File: config.mk
export PLATFORM = sky130hd
export DESIGN_NAME = gray_counter_ctrl
export DESIGN_NICKNAME = d
export VERILOG_FILES = /design/src/rtl/gray_counter_ctrl.sv
export SDC_FILE = /design/constraint.sdc
export NUM_CORES = 1
export LEC_CHECK = 0
export CAP_MARGIN = 5
export CORE_AREA = 2 2 70 52
export DETAILED_ROUTE_END_ITERATION = 12
export DIE_AREA = 0 0 72 54
export PLACE_DENSITY = 0.81
export SKIP_CTS_REPAIR_TIMING = 1
export SLEW_MARGIN = 20
export SYNTH_ARGS = -nofsm -noshare
export SYNTH_HDL_FRONTEND = slang
export SYNTH_SLANG_ARGS = --single-unit
File: constraint.sdc
create_clock -name CLK -period 2.4 [get_ports CLK]
set_input_delay 0.6 -clock CLK [delete_from_list [all_inputs] [get_ports CLK]]
set_output_delay 0.6 -clock CLK [all_outputs]
set_load 0.02 [all_outputs]
File: src/rtl/gray_counter_ctrl.sv
// rtl/gray_counter_ctrl.sv - gray counter init/run controller with round-robin timestamp capture
// Sequences the external counter's INIT, tracks its wraps into an 8-bit epoch, and serves capture requests.
module gray_counter_ctrl #(
  parameter int P_WIDTH    = 4,
  parameter int P_NREQ     = 4,
  parameter int P_INIT_CYC = 2
) (
  input  logic                       CLK,
  input  logic                       RESET_N,
  input  logic                       START,
  input  logic                       STOP,
  output logic                       CNT_INIT,
  input  logic [P_WIDTH-1:0]         CNT_GRAY,
  input  logic [P_NREQ-1:0]          REQ,
  output logic [P_NREQ-1:0]          GNT,
  output logic                       CAP_VALID,
  output logic [P_WIDTH-1:0]         CAP_GRAY,
  output logic [7:0]                 CAP_EPOCH,
  output logic [$clog2(P_NREQ)-1:0]  CAP_ID,
  output logic                       RUNNING,
  output logic                       EPOCH_OVF
);

  localparam int IW = $clog2(P_NREQ);
  localparam int CW = $clog2(P_INIT_CYC + 1);
  localparam logic [P_WIDTH-1:0] WRAP_FROM = {1'b1, {(P_WIDTH-1){1'b0}}};
  localparam logic [CW-1:0]      INIT_LAST = CW'(P_INIT_CYC - 1);
  localparam logic [IW-1:0]      ID_LAST   = IW'(P_NREQ - 1);

  typedef enum logic [1:0] {S_IDLE, S_INIT, S_RUN} state_t;

  state_t              state_q, state_d;
  logic [CW-1:0]       init_cnt_q, init_cnt_d;
  logic [IW-1:0]       ptr_q, ptr_d;
  logic [7:0]          epoch_q, epoch_d;
  logic                epoch_ovf_q, epoch_ovf_d;
  logic [P_WIDTH-1:0]  prev_gray_q, prev_gray_d;
  logic                cnt_init_q, cnt_init_d;
  logic                running_q, running_d;
  logic [P_NREQ-1:0]   gnt_q, gnt_d;
  logic                cap_valid_q, cap_valid_d;
  logic [P_WIDTH-1:0]  cap_gray_q, cap_gray_d;
  logic [7:0]          cap_epoch_q, cap_epoch_d;
  logic [IW-1:0]       cap_id_q, cap_id_d;

  logic                found;
  logic [IW-1:0]       gidx;

  // Round-robin search beginning at ptr_q, which always holds the index after the last grant.
  always_comb begin : arb
    int idx;
    found = 1'b0;
    gidx  = '0;
    idx   = 0;
    for (int k = 0; k < P_NREQ; k++) begin
      idx = int'(ptr_q) + k;
      if (idx >= P_NREQ) idx = idx - P_NREQ;
      if (!found && REQ[idx]) begin
        found = 1'b1;
        gidx  = IW'(idx);
      end
    end
  end

  always_comb begin
    state_d     = state_q;
    init_cnt_d  = init_cnt_q;
    ptr_d       = ptr_q;
    epoch_d     = epoch_q;
    epoch_ovf_d = epoch_ovf_q;
    prev_gray_d = prev_gray_q;
    gnt_d       = '0;
    cap_valid_d = 1'b0;
    cap_gray_d  = cap_gray_q;
    cap_epoch_d = cap_epoch_q;
    cap_id_d    = cap_id_q;

    if (state_q == S_RUN) begin
      if (found) begin
        gnt_d       = {{(P_NREQ-1){1'b0}}, 1'b1} << gidx;
        cap_valid_d = 1'b1;
        cap_gray_d  = CNT_GRAY;
        cap_epoch_d = epoch_q;
        cap_id_d    = gidx;
        ptr_d       = (gidx == ID_LAST) ? '0 : gidx + 1'b1;
      end
      if (prev_gray_q == WRAP_FROM && CNT_GRAY == '0) begin
        epoch_d = epoch_q + 8'd1;
        if (epoch_q == 8'hff) epoch_ovf_d = 1'b1;
      end
      prev_gray_d = CNT_GRAY;
    end

    // STOP always outranks START; any START that is honoured (re)enters INIT with cleared history.
    case (state_q)
      S_IDLE: if (START && !STOP) state_d = S_INIT;
      S_INIT: begin
        if (STOP)                         state_d = S_IDLE;
        else if (START)                   state_d = S_INIT;
        else if (init_cnt_q == INIT_LAST) state_d = S_RUN;
        else                              init_cnt_d = init_cnt_q + 1'b1;
      end
      S_RUN: begin
        if (STOP)       state_d = S_IDLE;
        else if (START) state_d = S_INIT;
      end
      default: state_d = S_IDLE;
    endcase

    if (START && !STOP) begin
      init_cnt_d  = '0;
      epoch_d     = '0;
      epoch_ovf_d = 1'b0;
      prev_gray_d = '0;
    end

    cnt_init_d = (state_d != S_RUN);
    running_d  = (state_d == S_RUN);
  end

  always_ff @(posedge CLK) begin
    if (!RESET_N) begin
      state_q     <= S_IDLE;
      init_cnt_q  <= '0;
      ptr_q       <= '0;
      epoch_q     <= '0;
      epoch_ovf_q <= 1'b0;
      prev_gray_q <= '0;
      cnt_init_q  <= 1'b1;
      running_q   <= 1'b0;
      gnt_q       <= '0;
      cap_valid_q <= 1'b0;
      cap_gray_q  <= '0;
      cap_epoch_q <= '0;
      cap_id_q    <= '0;
    end else begin
      state_q     <= state_d;
      init_cnt_q  <= init_cnt_d;
      ptr_q       <= ptr_d;
      epoch_q     <= epoch_d;
      epoch_ovf_q <= epoch_ovf_d;
      prev_gray_q <= prev_gray_d;
      cnt_init_q  <= cnt_init_d;
      running_q   <= running_d;
      gnt_q       <= gnt_d;
      cap_valid_q <= cap_valid_d;
      cap_gray_q  <= cap_gray_d;
      cap_epoch_q <= cap_epoch_d;
      cap_id_q    <= cap_id_d;
    end
  end

  assign CNT_INIT  = cnt_init_q;
  assign RUNNING   = running_q;
  assign GNT       = gnt_q;
  assign CAP_VALID = cap_valid_q;
  assign CAP_GRAY  = cap_gray_q;
  assign CAP_EPOCH = cap_epoch_q;
  assign CAP_ID    = cap_id_q;
  assign EPOCH_OVF = epoch_ovf_q;

endmodule

Word level (Yosys, flattened, before mapping)

Cells that the tools add are included.

RAM bits: 0
Logic and storage cells: 95
Memories kept: 0
Latch bits: 0
Flip-flop bits (word level): 40
Bits of input ports: 12
Output and inout bits: 22
Memory bits (read-only): 0

Magnitude comparators: 8
Multipliers: 0
Equality and inequality tests: 8
Div/mod/pow operators: 0
Reductions and logical operators: 18
Multiplexer cells: 33
Add/subtract/negate cells: 10
Bitwise gates (word level): 4
Shifts and indexed selects: 1

Operators with widths:

| cell                  | count |
|---|---|
| $lt A32 B4 Y1 const B | 4 |
| $mux W32              | 4 |
| $mux W2               | 11 |
| $mux W1               | 13 |
| $sub A3 B3 Y4 const B | 3 |
| $ge A3 B3 Y1 const B  | 3 |
| $add A8 B1 Y8 const B | 1 |
| $bmux W1 S2           | 4 |
| $eq A8 B8 Y1 const B  | 1 |
| $add A2 B2 Y3 const B | 2 |
| $eq A2 B2 Y1 const B  | 3 |
| $pmux W2 S3           | 1 |
| $reduce_and A2 Y1     | 3 |
| $reduce_and A3 Y1     | 2 |
| $logic_and A1 B1 Y1   | 5 |
| $add A2 B1 Y2 const B | 2 |
| $eq A2 B1 Y1 const B  | 2 |
| $eq A4 B4 Y1 const B  | 1 |
| $logic_not A1 Y1      | 4 |
| $logic_not A4 Y1      | 1 |
| $not A1 Y1            | 4 |
| $reduce_and A4 Y1     | 1 |
| $shl A1 B2 Y4 const A | 1 |
| $sub A2 B3 Y4 const B | 1 |
| other kinds (5)       | 5 |

Longest topological paths before layout

Depth after elaboration: 17
Gate-level depth with buffers: 7
Mapped depth without buffers: 7

Worst setup path before layout

No wires, ideal clock.

Kind: input to register
From: input REQ[2]
To: register ptr_q[0]
Library setup time: 126 ps
Path slack: 571 ps
Buffers on the path: 0
Data required time: 2274 ps
Stages on the path: 7
Arrival time: 1704 ps
Cells stage by stage: nor2b_1 or3_1 a21oi_2 ha_1 nor3_1 o21ai_0 a21boi_0

Longest elaborated chain between the ends: 15
Elaborated cells between the ends (all ways): 30
Classes of those cells: 1 x add/sub; 1 x eq/ne; 21 x mux; 7 x reduce/logical

Ends and longest elaborated chain:

| item                                                 | RTL line | source |
|---|---|---|
| from (decl)                                          | 14       | `input logic [P_NREQ-1:0] REQ,` |
| $bmux W1 S2                                          | 58       | `if (!found && REQ[idx]) begin` |
| $mux W1 (implied by the code) (2 in series)          | 58       |  |
| $mux W1                                              | 58       |  |
| $logic_not A1 Y1                                     | 58       |  |
| $logic_and A1 B1 Y1                                  | 58       |  |
| $mux W1                                              | 58       |  |
| $logic_not A1 Y1                                     | 58       |  |
| $logic_and A1 B1 Y1                                  | 58       |  |
| $mux W1                                              | 58       |  |
| $logic_not A1 Y1                                     | 58       |  |
| $logic_and A1 B1 Y1                                  | 58       |  |
| $mux W2 (*)                                          | 58       |  |
| net gidx[0]                                          | 47       | `logic [IW-1:0] gidx;` |
| $add A2 B1 Y2 / $eq A2 B2 Y1 (equally long branches) | 85       | `ptr_d = (gidx == ID_LAST) ? '0 : gidx + 1'b1;` |
| $mux W2 (*)                                          | 85       |  |
| to (signal assigned)                                 | 139      | `ptr_q <= ptr_d;` |
| to (decl)                                            | 34       | `logic [IW-1:0] ptr_q, ptr_d;` |

Mark *: on every way through the listed nets, which the timed path passes. The rest lies on a longest branch. The select of a mux whose other input is x is not followed.
A chain may end at the register's enable or synchronous reset.

Worst setup path after layout

From: input REQ[2]
To: register ptr_q[0]

Longest elaborated chain between the ends: 15
Elaborated cells between the ends (all ways): 30
Classes of those cells: 1 x add/sub; 1 x eq/ne; 21 x mux; 7 x reduce/logical

Ends and longest elaborated chain:

| item                                        | RTL line |
|---|---|
| $bmux W1 S2                                 | 58 |
| $mux W1 (implied by the code) (2 in series) | 58 |
| $mux W1                                     | 58 |
| $logic_not A1 Y1                            | 58 |
| $logic_and A1 B1 Y1                         | 58 |
| $mux W1                                     | 58 |
| $logic_not A1 Y1                            | 58 |
| $logic_and A1 B1 Y1                         | 58 |
| $mux W1                                     | 58 |
| $logic_not A1 Y1                            | 58 |
| $logic_and A1 B1 Y1                         | 58 |
| $mux W2 (*)                                 | 58 |
| net gidx[1]                                 | 47 |
| $eq A2 B2 Y1 (*)                            | 85 |
| $mux W2 (*)                                 | 85 |

Marks and branches as above.

==> results.toml <==
[timing]
fmax_mhz = 471.1
setup-tns-final_ns = 0
min_period_ns = 2.123
worstMarginPinSlew_ns = 0.5681
final_max_slew_viol_count = 0
relSlewSlack_pct = 61.78
hold_violations = 0
finalClockSkew_ns = 0.009165
rsz0062_at_grt = "no"
finalCritPeriodShare_pct = 88.44
setup_viol = 0

[power]
p_leak_nw = 0.7573
power.density_mw_per_mm2 = 560.0
peakVddDrop_uv = 427.1

[grt]
grt_overflow = 0
antenna_found_initial = 0
grt_pass1_wl_um = 5451
grt_start_max_net_pins = 21
grt_usage_pct = 18.98
first_global_vias = 1192

[critical_path]
cp.arrival_ns = 2.31
crit_type = "input pin to register"
crit_path_end_kind = "register"
cp_num_buf_inv = 1
crit_chain = "clkdlybuf4s50_1, nor2b_1, a21boi_0, o31a_1, ha_1, nor3_1, o21ai_0, a21boi_0"
critPathMaxFanout = 5
startpoint_type = "input pin"
required_ns = 2.59
cp_slowest_cell = "clkdlybuf4s50_1"
crit_top_cell = "a21boi_0"
cp_top_family = "compound AO/OA/AOI/OAI gates"
worst_path_largest_cell_delay_ns = 0.49

[clocking]
cts_num_sinks = 40
clkTransAtPathRegs_ns = 0.08
cts_buffer_depth = 2
numCtsBuffers = 5
htree_levels = 2
root_buffer = "clkbuf_8"
worst_skew_pair.late_latency_ns = 0.30
cts_tree = "done"

[run_status]
outcome = "complete, no violations"

[finish]
num_antenna_cells = 0
fin_nets = 237
drive_above_1_share_pct = 9.865
fin_area_mm2 = 0.002157
final_cell_mix = "40 x dfxtp_1, 37 x nand2_1, 33 x clkdlybuf4s50_1"
final_common_cell = "dfxtp_1"
area_growth_pct = 30.11

[drt]
route.vias.total = 1388
vias_per_cell = 5.278
wirelength_um = 3388
routedWlPerCell_um = 12.88
drt-pass1-iter-count = 4
drc_errors = 0
first_iter_violations = 62
ant_nets = 0

[synth]
ys_ff_latch = 40
netlist_top_cells_area = "dfxtp_1 48%, nand2_1 8.4%, a21boi_0 6.8%, a21oi_1 2.4%, ha_1 2.3%"
synth_top_cell_by_area = "dfxtp_1"
synth_top_area_share_pct = 48.30
synth_cell_types = 40
synth_cells = 182
yosysSeqAreaShare_pct = 48.30
yosys_warnings = 0
avgSynthCellArea_um2 = 9.109
synth_area_mm2 = 0.001658
synth_fp_nets = 197

[placed_design]
io_buffer_count = 33
hpwl_um = 2535
place_congestion = 0.7425
placed_area_mm2 = 0.002059

[die]
die_w_um = 72
die_height_um = 54
rows = 18
pin_count = 34
coreArea_mm2 = 0.003311
dieArea_mm2 = 0.003888
initial_utilization_pct = 50.08

[worst_hold_path]
hold_path_class = "register to register"

[job]
drv_cap = 0
## logic make-up after synthesis
kind of cell | count (synthesis) | share of synthesized area (%)
xor gates and xnor gates | 5 | 2.641
AOI/OAI and AO/OA | 40 | 16.68
adders and majority gates | 3 | 2.264
buffers and inverters | 12 | 3.019
DFF | 40 | 48.30
muxes | 1 | 0.6038
and+or+nand+nor | 81 | 26.49
## per-layer routing
layer  track usage [%]  routed length, um  up-vias
met2             28.55               1425       43
met1             24.51               1718      635
met3             7.678                208        4
met4             7.547                 36        0
met5                 0                  0        -
li1                  -                  -      706
## cell type report
type / count / area (um^2)
tap: 40 / 50.05
inverter: 5 / 18.77
fill: 296 / 1154
timing repair buffer: 40 / 382.9
clock buffer: 6 / 82.58
multi-input combinational: 130 / 807.0
sequential: 40 / 800.8
clock inverter: 2 / 15.01
## sequential cells by signal, indices dropped and copies added (netlist names)
signal       cells
CAP_EPOCH        8
epoch_q          8
CAP_GRAY         4
GNT              4
prev_gray_q      4
CAP_ID           2
init_cnt_q       2
ptr_q            2
state_q          2
CAP_VALID        1
CNT_INIT         1
EPOCH_OVF        1
RUNNING          1
## cell usage after synthesis, drive strengths merged
master and instances:
nand3b 2, nor3b 2, a21oi 10, nor2b 4, and3 4, nand2b 4
ha 3, or3 5, xnor2 1, inv 5, buf 4, clkbuf 3
nor3 2, o21bai 1, o21ai 5, a21boi 15, nand4 3, mux2i 1
and4 1, and2 1, o31a 1, a221oi 1, a21o 1, nor2 9
a31o 1, nand3 3, nand2 37, dfxtp 40, nor4b 1, nand4b 1
nor4 2, a211oi 3, xor2 4, o21a 1, o311a 1
## where the power goes
group / switching, W / internal, W / total, W
Combinational: 0.0000352 / 0.0000361 / 0.0000712
Clock: 0.000238 / 0.000232 / 0.000471
Sequential: 0.00000131 / 0.000665 / 0.000666
Total: 0.000275 / 0.000933 / 0.00121
## through the flow
stage	util, %	hold slack (ns)	instances	setup WS, ns	total power, W
after floorplan	-	0.4369	182	0.5707	0.0007122
after global placement	62.21	0.4384	255	0.06932	0.0007503
after detailed placement	62.21	0.4528	255	-0.02665	0.0007519
after CTS	65.16	0.4662	263	0.3017	0.001223
after global routing	65.16	0.4870	263	0.1866	0.001253
final	65.16	0.4585	263	0.2774	0.001208
## tightest hold or removal path: stages (launching register included)
cell and delay (ns):
dfxtp_1 0.31, inv_1 0.05, a21oi_1 0.05
## final timing paths
path,slack (ns),endpoint,depth (start not counted),start
setup / recovery,0.28,ptr_q[0],8,REQ[2]
hold / removal,0.46,EPOCH_OVF,2,EPOCH_OVF
setup reg to reg,0.69,epoch_q[5],4,state_q[1]
hold reg to reg,0.46,EPOCH_OVF,2,EPOCH_OVF
Power figures use the tool's default switching activity.
